==> src/rtl/count_reducer.sv <==
// Sequential Horner reducer: turns packed per-bit lane counts into one signed weighted sum.
// Optional macro REDUCER_RELU_EN publishes max(sum, 0) instead of the full signed sum.
module count_reducer #(
  parameter int SIZE_INPUT = 8,
  parameter int SIZE_CODE  = 5
) (
  input  logic                            clk,
  input  logic                            reset,
  input  logic                            start,
  input  logic [SIZE_INPUT*SIZE_CODE-1:0] countin,
  output logic                            busy,
  output logic                            done,
  output logic [SIZE_INPUT+SIZE_CODE:0]   result
);

  localparam int RESULT_W = SIZE_INPUT + SIZE_CODE + 1;
  localparam int IDX_W    = $clog2(SIZE_INPUT);
  localparam int EXT_W    = RESULT_W - SIZE_CODE;

  typedef enum logic [1:0] {IDLE, RUN, DONE} state_t;

  state_t                          state_q, state_d;
  logic [SIZE_INPUT*SIZE_CODE-1:0] snap;
  logic signed [RESULT_W-1:0]      acc;
  logic signed [RESULT_W-1:0]      acc_step;
  logic signed [RESULT_W-1:0]      top_ext;
  logic signed [RESULT_W-1:0]      lane_ext;
  logic [IDX_W-1:0]                idx;
  logic [SIZE_CODE-1:0]            top_lane;
  logic [SIZE_CODE-1:0]            snap_lane;
  logic                            load;
  logic                            step;
  logic                            last;

  function automatic logic signed [RESULT_W-1:0] publish(input logic signed [RESULT_W-1:0] v);
`ifdef REDUCER_RELU_EN
    return (v < 0) ? '0 : v;
`else
    return v;
`endif
  endfunction

  // The top lane is the two's-complement output of the negative counter; it seeds acc
  // straight from countin so the counter bank may change on the acceptance edge.
  always_comb begin
    top_lane  = countin[(SIZE_INPUT-1)*SIZE_CODE +: SIZE_CODE];
    snap_lane = snap[idx*SIZE_CODE +: SIZE_CODE];
    top_ext   = signed'({{EXT_W{top_lane[SIZE_CODE-1]}}, top_lane});
    lane_ext  = signed'({{EXT_W{1'b0}}, snap_lane});
    acc_step  = (acc <<< 1) + lane_ext;
  end

  always_ff @(posedge clk or posedge reset) begin
    if (reset) state_q <= IDLE;
    else       state_q <= state_d;
  end

  always_comb begin
    state_d = state_q;
    busy    = 1'b0;
    done    = 1'b0;
    load    = 1'b0;
    step    = 1'b0;
    last    = (idx == '0);
    case (state_q)
      IDLE: begin
        if (start) begin
          load    = 1'b1;
          state_d = RUN;
        end
      end
      RUN: begin
        busy = 1'b1;
        step = 1'b1;
        if (last) state_d = DONE;
      end
      DONE: begin
        busy    = 1'b1;
        done    = 1'b1;
        state_d = IDLE;
      end
      default: state_d = IDLE;
    endcase
  end

  // result is only written on the final step, so a reset mid-run never exposes a partial sum.
  always_ff @(posedge clk or posedge reset) begin
    if (reset) begin
      snap   <= '0;
      acc    <= '0;
      idx    <= '0;
      result <= '0;
    end else if (load) begin
      snap <= countin;
      acc  <= top_ext;
      idx  <= IDX_W'(SIZE_INPUT - 2);
    end else if (step) begin
      acc <= acc_step;
      if (last) result <= publish(acc_step);
      else      idx    <= idx - IDX_W'(1);
    end
  end

endmodule

==> config.mk <==
export PLATFORM = sky130hd
export DESIGN_NAME = count_reducer
export DESIGN_NICKNAME = d
export VERILOG_FILES = /design/src/rtl/count_reducer.sv
export SDC_FILE = /design/constraint.sdc
export NUM_CORES = 1
export LEC_CHECK = 0
export ABC_CLOCK_PERIOD_IN_PS = 7300
export CAP_MARGIN = 30
export CELL_PAD_IN_SITES_DETAIL_PLACEMENT = 2
export CELL_PAD_IN_SITES_GLOBAL_PLACEMENT = 2
export CORE_MARGIN = 4
export CORE_UTILIZATION = 37
export CTS_BUF_LIST = sky130_fd_sc_hd__clkbuf_4
export CTS_CLUSTER_SIZE = 20
export DETAILED_ROUTE_END_ITERATION = 8
export MAX_ROUTING_LAYER = met4
export PLACE_DENSITY = 0.9
export SYNTH_ARGS = -nofsm -noshare
export SYNTH_HDL_FRONTEND = slang
export SYNTH_SLANG_ARGS = --single-unit
==> constraint.sdc <==
create_clock -name clk -period 7.3 [get_ports clk]
set_input_delay 1.095 -clock clk [delete_from_list [all_inputs] [get_ports clk]]
set_output_delay 1.095 -clock clk [all_outputs]
set_load 0.02 [all_outputs]
Word-level counts from Yosys, hierarchy flattened
Index checks and enable logic that the tools add are counted.
{"block": "totals", "out_inout_bits": 16, "input_bits": 43, "register_bits": 72}
{"block": "op_classes", "n_mul": 1, "shift": 1, "n_bitwise": 1, "eq_ne": 5, "muxes": 13, "reduce_logical": 7, "n_addsub": 2}
{"cell": "$shiftx 40x7->5", "n": 1}
{"cell": "$mux 13", "n": 2}
{"cell": "$add 14x6->14", "n": 1}
{"cell": "$mux 3", "n": 3}
{"cell": "$mul 3x3->6 const B", "n": 1}
{"cell": "$ne 2x2->1 const B", "n": 3}
{"cell": "$mux 1", "n": 5}
{"cell": "$mux 2", "n": 2}
{"cell": "$pmux 2 s2", "n": 1}
{"cell": "$reduce_and 2->1", "n": 2}
{"cell": "$logic_not 3->1", "n": 1}
{"cell": "$reduce_and 3->1", "n": 1}
{"cell": "$sub 3x1->3 const B", "n": 1}
{"cell": "$eq 2x1->1 const B", "n": 1}
{"cell": "$eq 2x2->1 const B", "n": 1}
{"cell": "$logic_not 2->1", "n": 1}
{"cell": "$reduce_bool 2->1", "n": 1}
{"cell": "$reduce_or 2->1", "n": 1}
{"cell": "$not 1->1", "n": 1}

Depth between registers and ports, before layout
Gate-level depths: netlist of run 1.
{"block": "depth", "word_depth": 5, "depth_mapped": 10}

Least setup slack after synthesis of run 1
OpenSTA, ideal clock, no wires.
{"block": "synth_timing", "path_type": "reg2reg", "startpoint": "reg idx[0]", "endpoint": "reg acc[11]", "required_ns": 7.182, "path_stages_with_launch": 11, "period_less_slack_ns": 2.883, "setup_ns": 0.118, "path_buffers": 1, "slack_ns": 4.417, "arrival_ns": 2.765, "path_cell_list": "dfrtp_1 > buf_4 > mux4_2 > mux2_2 > ha_1 > fa_1 > a21o_1 > a21oi_2 > or3_1 > a31oi_1 > a21o_1"}
{"block": "synth_via", "elab_chain_len": 5}
{"element": "from (decl)", "line": "28", "rtl": "logic [IDX_W-1:0] idx;"}
{"element": "from (signal assigned)", "line": "96", "rtl": "idx <= IDX_W'(SIZE_INPUT - 2);"}
{"element": "from (signal assigned)", "line": "100", "rtl": "else idx <= idx - IDX_W'(1);"}
{"element": "$mul 3x3->6", "line": "47", "rtl": "snap_lane = snap[idx*SIZE_CODE +: SIZE_CODE];"}
{"element": "$shiftx 40x7->5", "line": "47"}
{"element": "$add 14x6->14", "line": "50", "rtl": "acc_step = (acc <<< 1) + lane_ext;"}
{"element": "$mux 13", "line": "97", "rtl": "end else if (step) begin"}
{"element": "$mux 13", "line": "93", "rtl": "end else if (load) begin"}
{"element": "to (signal assigned)", "line": "95", "rtl": "acc <= top_ext;"}
{"element": "to (signal assigned)", "line": "98", "rtl": "acc <= acc_step;"}
{"element": "to (decl)", "line": "24", "rtl": "logic signed [RESULT_W-1:0] acc;"}
Every way passes these cells. The select of a mux whose other input is x is not followed.
A chain may end at the register's enable or synchronous reset.

Worst setup path after layout of run 1
{"block": "layout_timing", "startpoint": "reg idx[0]", "endpoint": "reg result[7]"}
{"block": "layout_via", "elab_chain_len": 3}
{"element": "$mul 3x3->6", "line": "47"}
{"element": "$shiftx 40x7->5", "line": "47"}
{"element": "$add 14x6->14", "line": "50"}
{"element": "to (signal assigned)", "line": "99", "rtl": "if (last) result <= publish(acc_step);"}
{"element": "to (decl)", "line": "13", "rtl": "output logic [SIZE_INPUT+SIZE_CODE:0] result"}
Several ways; a longest one is shown, not always the timed one.

==> flow_summary.json, run 1 <==
{
  "status": "complete, no violations",
  "rsz0062_at_grt": "false",
  "clock_latency_ps": 410,
  "drive_gt1_frac": 0.0952,
  "synth_compound_area_frac": 0.0844,
  "ctsHoldBuffers": 0,
  "synth_cell_types": 37,
  "powerDensity_nw_per_um2": 462,
  "synth.avg_cell_area_um2": 9.63,
  "cts_buffers": 9,
  "layout_common_cells": "141 x nand2_1, 72 x dfrtp_1, 58 x clkdlybuf4s50_1",
  "rows": 35,
  "viasPerCell": 5.34,
  "start_kind": "flip-flop",
  "io_pins": 59,
  "hold_path.class": "flip-flop to flip-flop",
  "final_hold_viol_count": 0,
  "critPathCaptureType": "flip-flop",
  "rr_worst_depth": 9,
  "die_h_um": 105,
  "timing.fmax_mhz": 286,
  "min_to": "result[8]",
  "hpwl_mm": 7.27,
  "design.core.area_um2": 9200,
  "mostFrequentLayoutCell": "nand2_1",
  "grt_max_degree": 73,
  "clock_path_buffers": 2,
  "grt_pass1_wl_mm": 16.6,
  "fin_nets": 470,
  "clock_skew_ps": 12.9,
  "path_max_fanout": 11,
  "slew_headroom": 0.363,
  "yosys.area_share.simple": 0.208,
  "die_w_um": 105,
  "grt_pass1_vias": 3173,
  "wl_per_cell_um": 18.9,
  "netlist_instances": 360,
  "tns_ps": 0,
  "place_congestion": 0.837,
  "holdPathStages": 2,
  "rrSetupSlack_ps": 3810,
  "setup_viol": 0,
  "synthMuxAreaShare": 0.0992,
  "initial_core_util": 0.377,
  "post-route-util": 0.467,
  "vias": 2842,
  "drv_cap": 0,
  "port_buffers": 58,
  "antenna_left": 0,
  "synthAdderAreaFrac": 0.0455,
  "r2r_start": "idx[0]",
  "cts_resized": 0,
  "path_class": "flip-flop to flip-flop",
  "syn2layout_area_growth_pct": 24.0,
  "cts.htree.levels": 3,
  "leakage_nw": 2.04,
  "syn_nets": 415,
  "cts.sinks": 72,
  "yosys_warnings": 0,
  "drt-initial-drc-count": 88,
  "synth_xor_area_frac": 0.0177,
  "yosysSeqAreaShare": 0.520,
  "antenna_found_initial": 1,
  "timing.final.crit_share": 0.479,
  "peakVddDrop_v": 0.000131,
  "grt_use_total": 0.200,
  "clk_pin_slew_ps": 130,
  "postCtsSetupBuffers": 0,
  "synth-seq-cells": 72,
  "wl_mm": 10.1,
  "cts-root-buf": "clkbuf_4",
  "crit_arrival_ps": 3830,
  "drc": 0,
  "tightest_slew_ps": 955,
  "maxSlewViolCount": 0,
  "min_period_ps": 3490,
  "grt.overflow.total": 0,
  "synth_top_family_by_area": "simple AND/OR/NAND/NOR gates",
  "tritoncts": "built",
  "min_from": "result[8]",
  "r2r-end": "result[7]",
  "drt_pass1_iterations": 4,
  "worstPathRequired_ps": 7640,
  "fin_hold_ws_ps": 494,
  "synth_area_um2": 3470,
  "dieArea_um2": 11000
}
report_power, final:
| group | internal, W | switching [W] |
|---|---|---|
| Combinational | 0.000438 | 0.000545 |
| Clock | 0.000102 | 0.000151 |
| Sequential | 0.000581 | 0.000169 |
| Total | 0.00112 | 0.000865 |
worst max-delay path, stage by stage, from the launching register on:
cell     delay, ps
dfrtp_1        780
mux4_2         590
mux2_2         280
ha_1           220
fa_1           430
a21o_1         220
a21oi_2        340
o21ai_0        230
and2_0         210
o21ai_1        120
layout make-up:
class	count	area, µm²
antenna	1	2.50
clock buffer	9	67.6
clock inverter	7	62.6
fill	1004	4900
inverter	5	18.8
multi-input combinational	265	1580
sequential	72	1800
tap	111	139
timing repair buffer	62	631
kinds of logic after synthesis:
logic type	count (synthesis)
compound gates	51
xor+xnor	7
fa+ha+maj	12
buf+inv	23
flops	72
mux	21
simple gates	174
metal layers:
| metal | global-route usage | wire, µm |
|---|---|---|
| met1 | 0.223 | 4180 |
| met2 | 0.356 | 5380 |
| met3 | 0.0401 | 318 |
| met4 | 0.0684 | 188 |
| met5 | - | 0 |
worst max path at each step:
stage	start	endpoint	slack (ps)	depth (start not counted)
2_1_floorplan	reset	acc[0]	4380	1
5_1_grt	idx[0]	acc[12]	3590	8
3_3_place_gp	idx[0]	acc[11]	3970	9
6_report	idx[0]	result[7]	3810	9
4_1_cts	idx[0]	acc[7]	3790	9
3_5_place_dp	idx[0]	result[7]	3840	9
Yosys cell counts:
master,instances,area share
dfrtp_1,72,0.52
ha_1,11,0.040
and2_1,5,0.0090
or3_1,5,0.0090
buf_1,5,0.0054
nand2b_1,1,0.0018
fa_1,1,0.0058
mux4_2,10,0.065
o21ai_0,19,0.027
o21a_1,1,0.0022
xor2_1,2,0.0051
and2_0,1,0.0018
and4_1,1,0.0025
a211oi_1,1,0.0022
nand4_1,2,0.0036
a211o_1,1,0.0025
clkbuf_1,12,0.013
buf_4,1,0.0022
nor2_1,8,0.0087
o211ai_1,1,0.0022
nor3b_1,1,0.0022
nand3_1,3,0.0043
a21oi_1,7,0.010
nor2b_2,1,0.0025
inv_1,5,0.0054
o21ai_1,10,0.014
mux2_2,7,0.023
xnor2_1,5,0.013
nor2b_1,1,0.0018
and3_1,3,0.0054
o22a_1,1,0.0025
nand3b_1,1,0.0022
a21o_1,6,0.013
mux2i_1,4,0.012
a21oi_2,1,0.0025
a31oi_1,3,0.0054
nand2_1,141,0.15
flip-flops by register name, summed over array words and instances, names as in the netlist:
signal and cells:
acc 13, idx 3, result 14, snap 40
state_q 2
through the flow:
stage / instance area [µm²] / instances / total power [W] / setup WS [ps]
after floorplan: 3470 / 360 / 0.00138 / 4380
after global placement: 4140 / 514 / 0.00164 / 3970
after detailed placement: 4140 / 514 / 0.00174 / 3840
after CTS: 4270 / 530 / 0.00201 / 3790
after global routing: 4300 / 532 / 0.00215 / 3590
final: 4300 / 532 / 0.00199 / 3810
(Power assumes the default switching activity.)
==> inputs of run 2 (changes only) <==
==> config.mk (replaced) <==
export PLATFORM = sky130hd
export DESIGN_NAME = count_reducer
export DESIGN_NICKNAME = d
export VERILOG_FILES = /design/src/rtl/count_reducer.sv
export SDC_FILE = /design/constraint.sdc
export NUM_CORES = 1
export LEC_CHECK = 0
export ABC_CLOCK_PERIOD_IN_PS = 2900
export CAP_MARGIN = 30
export CELL_PAD_IN_SITES_DETAIL_PLACEMENT = 2
export CELL_PAD_IN_SITES_GLOBAL_PLACEMENT = 2
export CORE_MARGIN = 4
export CORE_UTILIZATION = 31
export CTS_BUF_LIST = sky130_fd_sc_hd__clkbuf_4
export CTS_CLUSTER_SIZE = 20
export DETAILED_ROUTE_END_ITERATION = 8
export MAX_ROUTING_LAYER = met4
export PLACE_DENSITY = 0.81
export SYNTH_ARGS = -nofsm -noshare
export SYNTH_HDL_FRONTEND = slang
export SYNTH_SLANG_ARGS = --single-unit
==> constraint.sdc (replaced) <==
create_clock -name clk -period 2.9 [get_ports clk]
set_input_delay 0.435 -clock clk [delete_from_list [all_inputs] [get_ports clk]]
set_output_delay 0.435 -clock clk [all_outputs]
set_load 0.02 [all_outputs]
==> flow_summary.json, run 2 (synthesis results as in run 1) <==
{
  "status": "complete, no violations",
  "antenna_found_initial": 0,
  "insertedDiodeCount": 0,
  "layout.cells.non_filler": 570,
  "cts.sinks": 72,
  "fillerInstances": 1195,
  "drt_pass1_iterations": 4,
  "port_buffers": 58,
  "wl_mm": 9.68,
  "peakVddDrop_v": 0.000445,
  "hold_path.class": "input pin to asynchronous set/reset pin",
  "design.core.area_um2": 10900,
  "path_max_fanout": 8,
  "grt.overflow.total": 0,
  "timing.fmax_mhz": 352,
  "hpwl_mm": 7.01,
  "rsz0062_at_grt": "true",
  "leakage_nw": 2.10,
  "clock_latency_ps": 430,
  "vias": 2833,
  "tritoncts": "built",
  "crit_arrival_ps": 3140,
  "fin_nets": 481,
  "path_class": "flip-flop to flip-flop",
  "grt_pass1_wl_mm": 15.7,
  "largest_register_ffs": 40,
  "antenna_left": 0,
  "die_h_um": 114,
  "final_hold_viol_count": 0,
  "clock_skew_ps": 21.4,
  "place_congestion": 0.747,
  "syn2layout_area_growth_pct": 29.8,
  "r2r-end": "acc[5]",
  "drive_gt1_frac": 0.147,
  "tns_ps": 0,
  "start_kind": "flip-flop",
  "r2r_start": "idx[0]",
  "worstPathRequired_ps": 3200,
  "rr_worst_depth": 10,
  "powerDensity_nw_per_um2": 1170,
  "initial_core_util": 0.318,
  "reg.largest.list": "snap x40, result x14, acc x13",
  "io_pins": 59,
  "cts_buffers": 9,
  "maxSlewViolCount": 0,
  "slew_headroom": 0.551,
  "dieArea_um2": 12900,
  "post-place-cells": 554,
  "grt_max_degree": 52,
  "tightest_slew_ps": 672,
  "grt_use_total": 0.160,
  "rrSetupSlack_ps": 60,
  "rows": 38,
  "drc": 0,
  "largest-register": "snap",
  "drv_cap": 0,
  "drt-initial-drc-count": 65,
  "mostFrequentLayoutCell": "nand2_1",
  "wl_per_cell_um": 17.0,
  "grt_pass1_vias": 3106,
  "timing.final.crit_share": 0.979,
  "die_w_um": 114,
  "layout_common_cells": "141 x nand2_1, 71 x dfrtp_1, 58 x clkdlybuf4s50_1",
  "cts.htree.levels": 3,
  "cts-root-buf": "clkbuf_4",
  "min_period_ps": 2840,
  "critPathCaptureType": "flip-flop",
  "clk_pin_slew_ps": 130,
  "setup_viol": 0,
  "ctsHoldBuffers": 0,
  "clock_path_buffers": 2,
  "viasPerCell": 4.97
}
==> run 2: changes by cell type in the layout (fill, tap and decap cells not counted), sizes merged <==
cell	previous run	this run
buf	4	15
clkinv	5	4
clkbuf	9	10
bufinv	1	0
diode	1	0
==> run 2: critical path, cell delays in order (launching register included) <==
cell     delay (ps)
dfrtp_2         460
mux4_2          520
mux2_4          310
ha_4            180
fa_2            360
a21o_1          200
a21oi_2         160
buf_6           160
xor2_2          180
a21o_1          140
a21oi_1          60
==> run 2: layout make-up <==
type                            instances  area (µm²)  share of cell area
Inverter                                5        18.8             0.00417
Clock inverter                          5        25.0             0.00556
Multi-Input combinational cell        265        1690               0.375
Tap cell                              140         175              0.0389
Timing Repair Buffer                   73         717               0.159
Clock buffer                           10        75.1              0.0167
Sequential cell                        72        1800               0.401
==> run 2: worst max path at each step <==
stage	cells after the start	startpoint	endpoint	slack, ps
3_5_place_dp	10	idx[0]	acc[5]	-80
6_report	10	idx[0]	acc[5]	60
2_1_floorplan	10	idx[0]	acc[11]	20
5_1_grt	10	idx[0]	acc[5]	-70
4_1_cts	10	idx[0]	acc[11]	10
3_3_place_gp	10	idx[0]	result[6]	30
==> run 2: layer usage <==
| layer | wire length (µm) | track usage | vias up |
|---|---|---|---|
| met3 | 308 | 0.0313 | 11 |
| met4 | 141 | 0.0409 | 0 |
| met2 | 5000 | 0.278 | 54 |
| met5 | 0 | - | - |
| li1 | - | - | 1325 |
| met1 | 4230 | 0.190 | 1443 |
==> run 2: report_power, final <==
part | switching (W) | internal (W)
Combinational | 0.00147 | 0.00141
Clock | 0.000351 | 0.000173
Sequential | 0.000394 | 0.00146
Total | 0.00221 | 0.00305
==> run 2: timing repair <==
item,in CTS,in global routing
endpoints found under the hold margin,0,0
endpoints found under the setup margin,15,16
gates cloned,0,0
resized for setup,3,23
buffers inserted,0,1
pin swaps,1,10
==> run 2: stage by stage <==
stage | area [µm²] | util | setup slack [ps] | hold slack (ps) | total power [W]
after floorplan | 3470 | - | 17.3 | 440 | 0.00346
after global placement | 4270 | 0.392 | 28.9 | 461 | 0.00428
after detailed placement | 4270 | 0.392 | -75.3 | 469 | 0.00444
after CTS | 4380 | 0.402 | 9.58 | 314 | 0.00500
after global routing | 4500 | 0.413 | -68.8 | 360 | 0.00570
final | 4500 | 0.413 | 61.3 | 326 | 0.00526
==> inputs of run 3 (changes only) <==
--- a/config.mk
+++ b/config.mk
@@ -15,7 +15,8 @@
 export CTS_CLUSTER_SIZE = 20
 export DETAILED_ROUTE_END_ITERATION = 8
 export MAX_ROUTING_LAYER = met4
-export PLACE_DENSITY = 0.81
+export PLACE_DENSITY_LB_ADDON = 0.3
+export REMOVE_ABC_BUFFERS = 1
 export SYNTH_ARGS = -nofsm -noshare
 export SYNTH_HDL_FRONTEND = slang
 export SYNTH_SLANG_ARGS = --single-unit
==> flow_summary.json, run 3 (synthesis results as in run 1) <==
{
  "grt_max_degree": 73,
  "pre_cts_slack_ps": -28.4,
  "crit_start": "idx[0]",
  "start_kind": "flip-flop",
  "antenna_found_initial": 0,
  "drt_pass1_iterations": 4,
  "p_comb_frac": 0.552,
  "grt_use_total": 0.160,
  "crit_arrival_ps": 3190,
  "cts-root-buf": "clkbuf_4",
  "fillerInstances": 1185,
  "slew_headroom": 0.560,
  "rrSetupSlack_ps": 80,
  "cts_buffers": 9,
  "largest_register_ffs": 40,
  "cts.sinks": 72,
  "clock_path_buffers": 2,
  "grt_pass1_wl_mm": 15.8,
  "status": "complete, no violations",
  "timing.final.crit_share": 0.973,
  "ctsHoldBuffers": 0,
  "viasPerCell": 4.79,
  "sequentialPowerShare": 0.345,
  "insertedDiodeCount": 0,
  "critPathCaptureType": "flip-flop",
  "layout_common_cells": "141 x nand2_1, 71 x dfrtp_1, 58 x clkdlybuf4s50_1",
  "setup_viol": 0,
  "worstPathRequired_ps": 3270,
  "drt-initial-drc-count": 52,
  "dieArea_um2": 12900,
  "vias": 2757,
  "leakage_nw": 2.12,
  "syn2layout_area_growth_pct": 30.5,
  "hold_path.class": "input pin to asynchronous set/reset pin",
  "fin_ws_ps": 76.9,
  "tritoncts": "built",
  "port_buffers": 58,
  "path_max_fanout": 6,
  "tightest_slew_ps": 658,
  "initial_core_util": 0.318,
  "hpwl_mm": 6.66,
  "maxSlewViolCount": 0,
  "cts.htree.levels": 3,
  "die_w_um": 114,
  "timing.fmax_mhz": 354,
  "largest-register": "snap",
  "layout.cells.non_filler": 575,
  "antenna_left": 0,
  "peakVddDrop_v": 0.000366,
  "rows": 38,
  "grt.overflow.total": 0,
  "r2r_start": "idx[0]",
  "wl_per_cell_um": 16.4,
  "p_int_w": 0.00310,
  "clk_pin_slew_ps": 120,
  "power.share.clock": 0.103,
  "p_sw_w": 0.00220,
  "drv_cap": 0,
  "place_congestion": 0.747,
  "final_hold_viol_count": 0,
  "design.core.area_um2": 10900,
  "clock_skew_ps": 15.0,
  "min_period_ps": 2820,
  "path_delay_family": "multiplexers",
  "io_pins": 59,
  "reg.largest.list": "snap x40, result x14, acc x13",
  "drive_gt1_frac": 0.149,
  "drc": 0,
  "fin_hold_ws_ps": 385,
  "crit_path_max_incr_delay_ps": 510,
  "sw_frac_of_total": 0.415,
  "clock_latency_ps": 430,
  "grt_pass1_vias": 3192,
  "crit_buf_inv": 2,
  "cp_slowest_cell": "mux4_2",
  "crit_chain": "buf_6 > mux4_2 > mux2_4 > ha_4 > a211o_1 > a21oi_2 > buf_4 > or3_1 > and3_1 > o21ai_1",
  "design_area_um2": 4520,
  "die_h_um": 114,
  "wl_mm": 9.40,
  "r2r-end": "acc[12]",
  "fin_nets": 485,
  "mostFrequentLayoutCell": "nand2_1",
  "path_class": "flip-flop to flip-flop",
  "post-place-cells": 555,
  "rr_worst_depth": 10,
  "post-route-util": 0.416,
  "powerDensity_nw_per_um2": 1170,
  "placed_area_um2": 4280
}
==> run 3: changes by cell type in the layout (fill, tap and decap cells not counted), sizes merged <==
cell	change
buf	+4
clkinv	+2
clkinvlp	-1
==> run 3: worst register-to-register path, delay by kind of cell, from the launching register on <==
| kind | cells | cell delay [ps] |
|---|---|---|
| AOI/OAI and AO/OA | 3 | 360 |
| adders and majority gates | 1 | 280 |
| buffers and inverters | 2 | 300 |
| DFF | 1 | 440 |
| muxes | 2 | 830 |
| and+or+nand+nor | 2 | 560 |
==> run 3: per-stage QoR <==
| stage | power, W | setup TNS [ps] |
|---|---|---|
| 6_report | 0.00530 | 0 |
| 3_3_place_gp | 0.00425 | 0 |
| 4_1_cts | 0.00497 | 0 |
| 3_5_place_dp | 0.00440 | -48.1 |
| 5_1_grt | 0.00580 | -22.0 |
| 2_1_floorplan | 0.00342 | -900 |
==> run 3: layout make-up <==
type / count / area (µm²) / area share
Sequential cell: 72 / 1800 / 0.399
Multi-Input combinational cell: 265 / 1680 / 0.371
Timing Repair Buffer: 77 / 747 / 0.165
Tap cell: 140 / 175 / 0.0387
Clock buffer: 10 / 75.1 / 0.0166
Clock inverter: 6 / 26.3 / 0.00581
Inverter: 5 / 18.8 / 0.00415
==> run 3: repair_timing <==
action,CTS,global route
setup endpoints to repair,11,17
setup buffers,0,4
pin swaps,0,11
endpoints found under the hold margin,0,0
resized for setup,2,22
==> run 3: power groups by stage <==
| stage | logic [W] | registers (W) | clock network, W |
|---|---|---|---|
| 2_1_floorplan | 0.00160 | 0.00182 | 0 |
| 3_3_place_gp | 0.00244 | 0.00180 | 0 |
| 3_5_place_dp | 0.00257 | 0.00183 | 0 |
| 4_1_cts | 0.00260 | 0.00181 | 0.000565 |
| 5_1_grt | 0.00327 | 0.00190 | 0.000626 |
| 6_report | 0.00292 | 0.00183 | 0.000544 |
==> run 3: worst max path at each step <==
stage          slack, ps  depth (start not counted)  endpoint
2_1_floorplan       -150                          9    acc[7]
3_3_place_gp          50                         10   acc[12]
3_5_place_dp         -30                         10   acc[12]
4_1_cts                2                         10   acc[12]
5_1_grt              -20                         10   acc[12]
6_report              80                         10   acc[12]
==> run 3: metal layers <==
| metal | global-route usage | vias up | share of wire |
|---|---|---|---|
| met5 | - | - | 0 |
| met2 | 0.262 | 41 | 0.52 |
| met4 | 0.0537 | 0 | 0.016 |
| li1 | - | 1336 | - |
| met1 | 0.197 | 1369 | 0.44 |
| met3 | 0.0318 | 11 | 0.023 |
==> edit, RTL diff (settings of run 3) <==
Re-encode `state_t` (3 states) as one-hot, 3 bits wide.
--- a/src/rtl/count_reducer.sv
+++ b/src/rtl/count_reducer.sv
@@ -19,3 +19,3 @@
 
-  typedef enum logic [1:0] {IDLE, RUN, DONE} state_t;
+  typedef enum logic [2:0] {IDLE = 3'b001, RUN = 3'b010, DONE = 3'b100} state_t;
 
Formal check against the unedited RTL: same outputs for any inputs over 10 cycles, from zero or initial values and one cycle with reset high; not proved beyond that.
==> edit against run 3 <==
- final area rose by 2.7%
- fmax fell by 1.4%
- critical path depth fell by 1
- total power fell by 0.60%
- routed wire length rose by 10%
- synthesized area rose by 0.29%
- synthesized cell count fell by 0.28%
- first-iteration DRC count rose by 3.8%
- cell count did not move
- clock skew rose by 0.0073 ns
- via count rose by 4.5%
- sequential cell count rose by 1
- setup slack got worse by 0.039 ns
==> edit: results (changes against run 3) <==
outcome finished clean; main flop type after synthesis dfrtp_1; final wirelength 10.4 mm (+10%); maximum clock path buffer count 2 (unchanged); setup violators final 0 (unchanged); DR vias/cell 5.01 (+4.5%); overall global routing resource usage 0.162 (+0.00224); initial antenna violation count 1 (+1); CP max stage cell or4_4; wire per inst 18.0 µm (+10%); sequential fraction of the synthesis area 0.526 (+0.00606); DPL Wire Length 6.69 mm (+0.52%); Placer Congestion 0.780 (+4.5%); CP peak stage delay 0.51 ns (about the same); biggest regs snap x40, result x14, acc x13; layout cells sized above 1 0.166 (+0.0165); normalized max-slew margin 0.468 (-0.0924); CTS Buf Count 9 (unchanged); Leakage 0.00213 µW (+0.43%); Synth Instances 359 (-0.28%); largest net degree at the start of global routing 74 (+1.4%); Layout Skew 0.0223 ns (+0.00727 ns); count of cell types in the netlist 41 (+11%); Nets 479 (-1.2%); first-pass GRT wire length 16.2 mm (+2.4%); 1st-pass router iterations 6 (+2); Starting DRT DRC Count 54 (+3.8%); Top delay family on crit path multiplexers; clock root cell clkbuf_4; HP Class in2async; worst skew pair latency 0.42 ns; CP Max Fanout 8 (+2); YS warnings 0 (unchanged); Filler cells 1174 (-0.93%); vias in the first global route 3202 (+0.31%); placed cell count 550 (-0.90%); top cells by area, synth dfrtp_1, nand2_1, mux4_2; asr flop ratio synth 1.00 (unchanged); htree depth 3 (unchanged); Peak VDD IR 0.366 mV (about the same); most frequent cells after synthesis nand2_1, dfrtp_1, o21ai_0; port bufs 58 (unchanged); Clk pin slew, worst setup/hold paths 0.14 ns (+0.02 ns)
## edit: cell types whose count changed in the layout (fill, tap and decap cells not counted), moves of 4 or more
cell / delta
a22o_1: +5
and2_1: -4
ha_1: -5
nand3_1: +7
nor2_1: -5
nor3_1: +4
o21ai_1: -12
## edit: path summary, 6_finish.rpt
kind / startpoint / endpoint / slack [ns] / depth (start not counted)
worst max-delay path: idx[0]$_DFFE_PP0P_ / result[12]$_DFFE_PP0P_ / 0.04 / 9
worst min-delay path: reset / result[13]$_DFFE_PP0P_ / 0.37 / 3
worst max register to register: idx[0]$_DFFE_PP0P_ / result[12]$_DFFE_PP0P_ / 0.04 / 9
worst min register to register: snap[24]$_DFFE_PP0P_ / snap[24]$_DFFE_PP0P_ / 0.49 / 2
max in group asynchronous: reset / acc[3]$_DFFE_PP0P_ / 2.15 / 3
min in group clk: snap[24]$_DFFE_PP0P_ / snap[24]$_DFFE_PP0P_ / 0.49 / 2
## edit: cell families after synthesis
family,after synthesis,share of synthesized area
adder cells (fa/ha/maj),7,0.0273
flip-flops,73,0.526
AND/OR/NAND/NOR,176,0.213
multiplexers,19,0.0928
XOR/XNOR,8,0.0202
AO/OA/AOI/OAI,48,0.0889
buffers and inverters,28,0.0324
## edit: cell type report
class / count / area [µm²] / share of cell area
clock buffer: 9 / 67.6 / 0.0145
tap: 140 / 175 / 0.0377
antenna: 1 / 2.50 / 0.000539
sequential: 73 / 1830 / 0.394
inverter: 10 / 37.5 / 0.00808
multi-input combinational: 258 / 1660 / 0.358
timing repair buffer: 77 / 778 / 0.168
clock inverter: 7 / 93.8 / 0.0202
## edit: per-layer routing
layer  track usage  up-vias  wire length [µm]
met3        0.0286       13               292
met1         0.202     1473              4500
met5             -        -                 0
met4        0.0404        0               170
met2         0.273       53              5410
li1              -     1341                 -
## edit: timing repair
item                                   CTS  global route
setup buffers                            0             7
pin swaps                                0             5
setup endpoints to repair                5            14
cloned                                   0             1
endpoints found under the hold margin    0             0
resized for setup                        7            16
## edit: worst min-delay path: cells and delay by family
family	cells	cell delay, ns
buffers and inverters	3	0.78
## edit: power by group
part | internal [µW] | total, µW | switching, µW
registers | 1470 | 1870 | 401
logic | 1300 | 2650 | 1350
clock network | 350 | 745 | 395
## edit: per-stage QoR
step | hold WS [ns] | instance area (µm²) | total power (µW) | util | setup slack (ns)
2_1_floorplan | 0.440 | 3400 | 3220 | - | -1.63
3_3_place_gp | 0.455 | 4300 | 3960 | 0.395 | 0.0972
3_5_place_dp | 0.470 | 4300 | 4080 | 0.395 | -0.0425
4_1_cts | 0.410 | 4490 | 4940 | 0.413 | 0.00621
5_1_grt | 0.416 | 4650 | 5690 | 0.427 | -0.0382
6_report | 0.374 | 4650 | 5270 | 0.427 | 0.0374
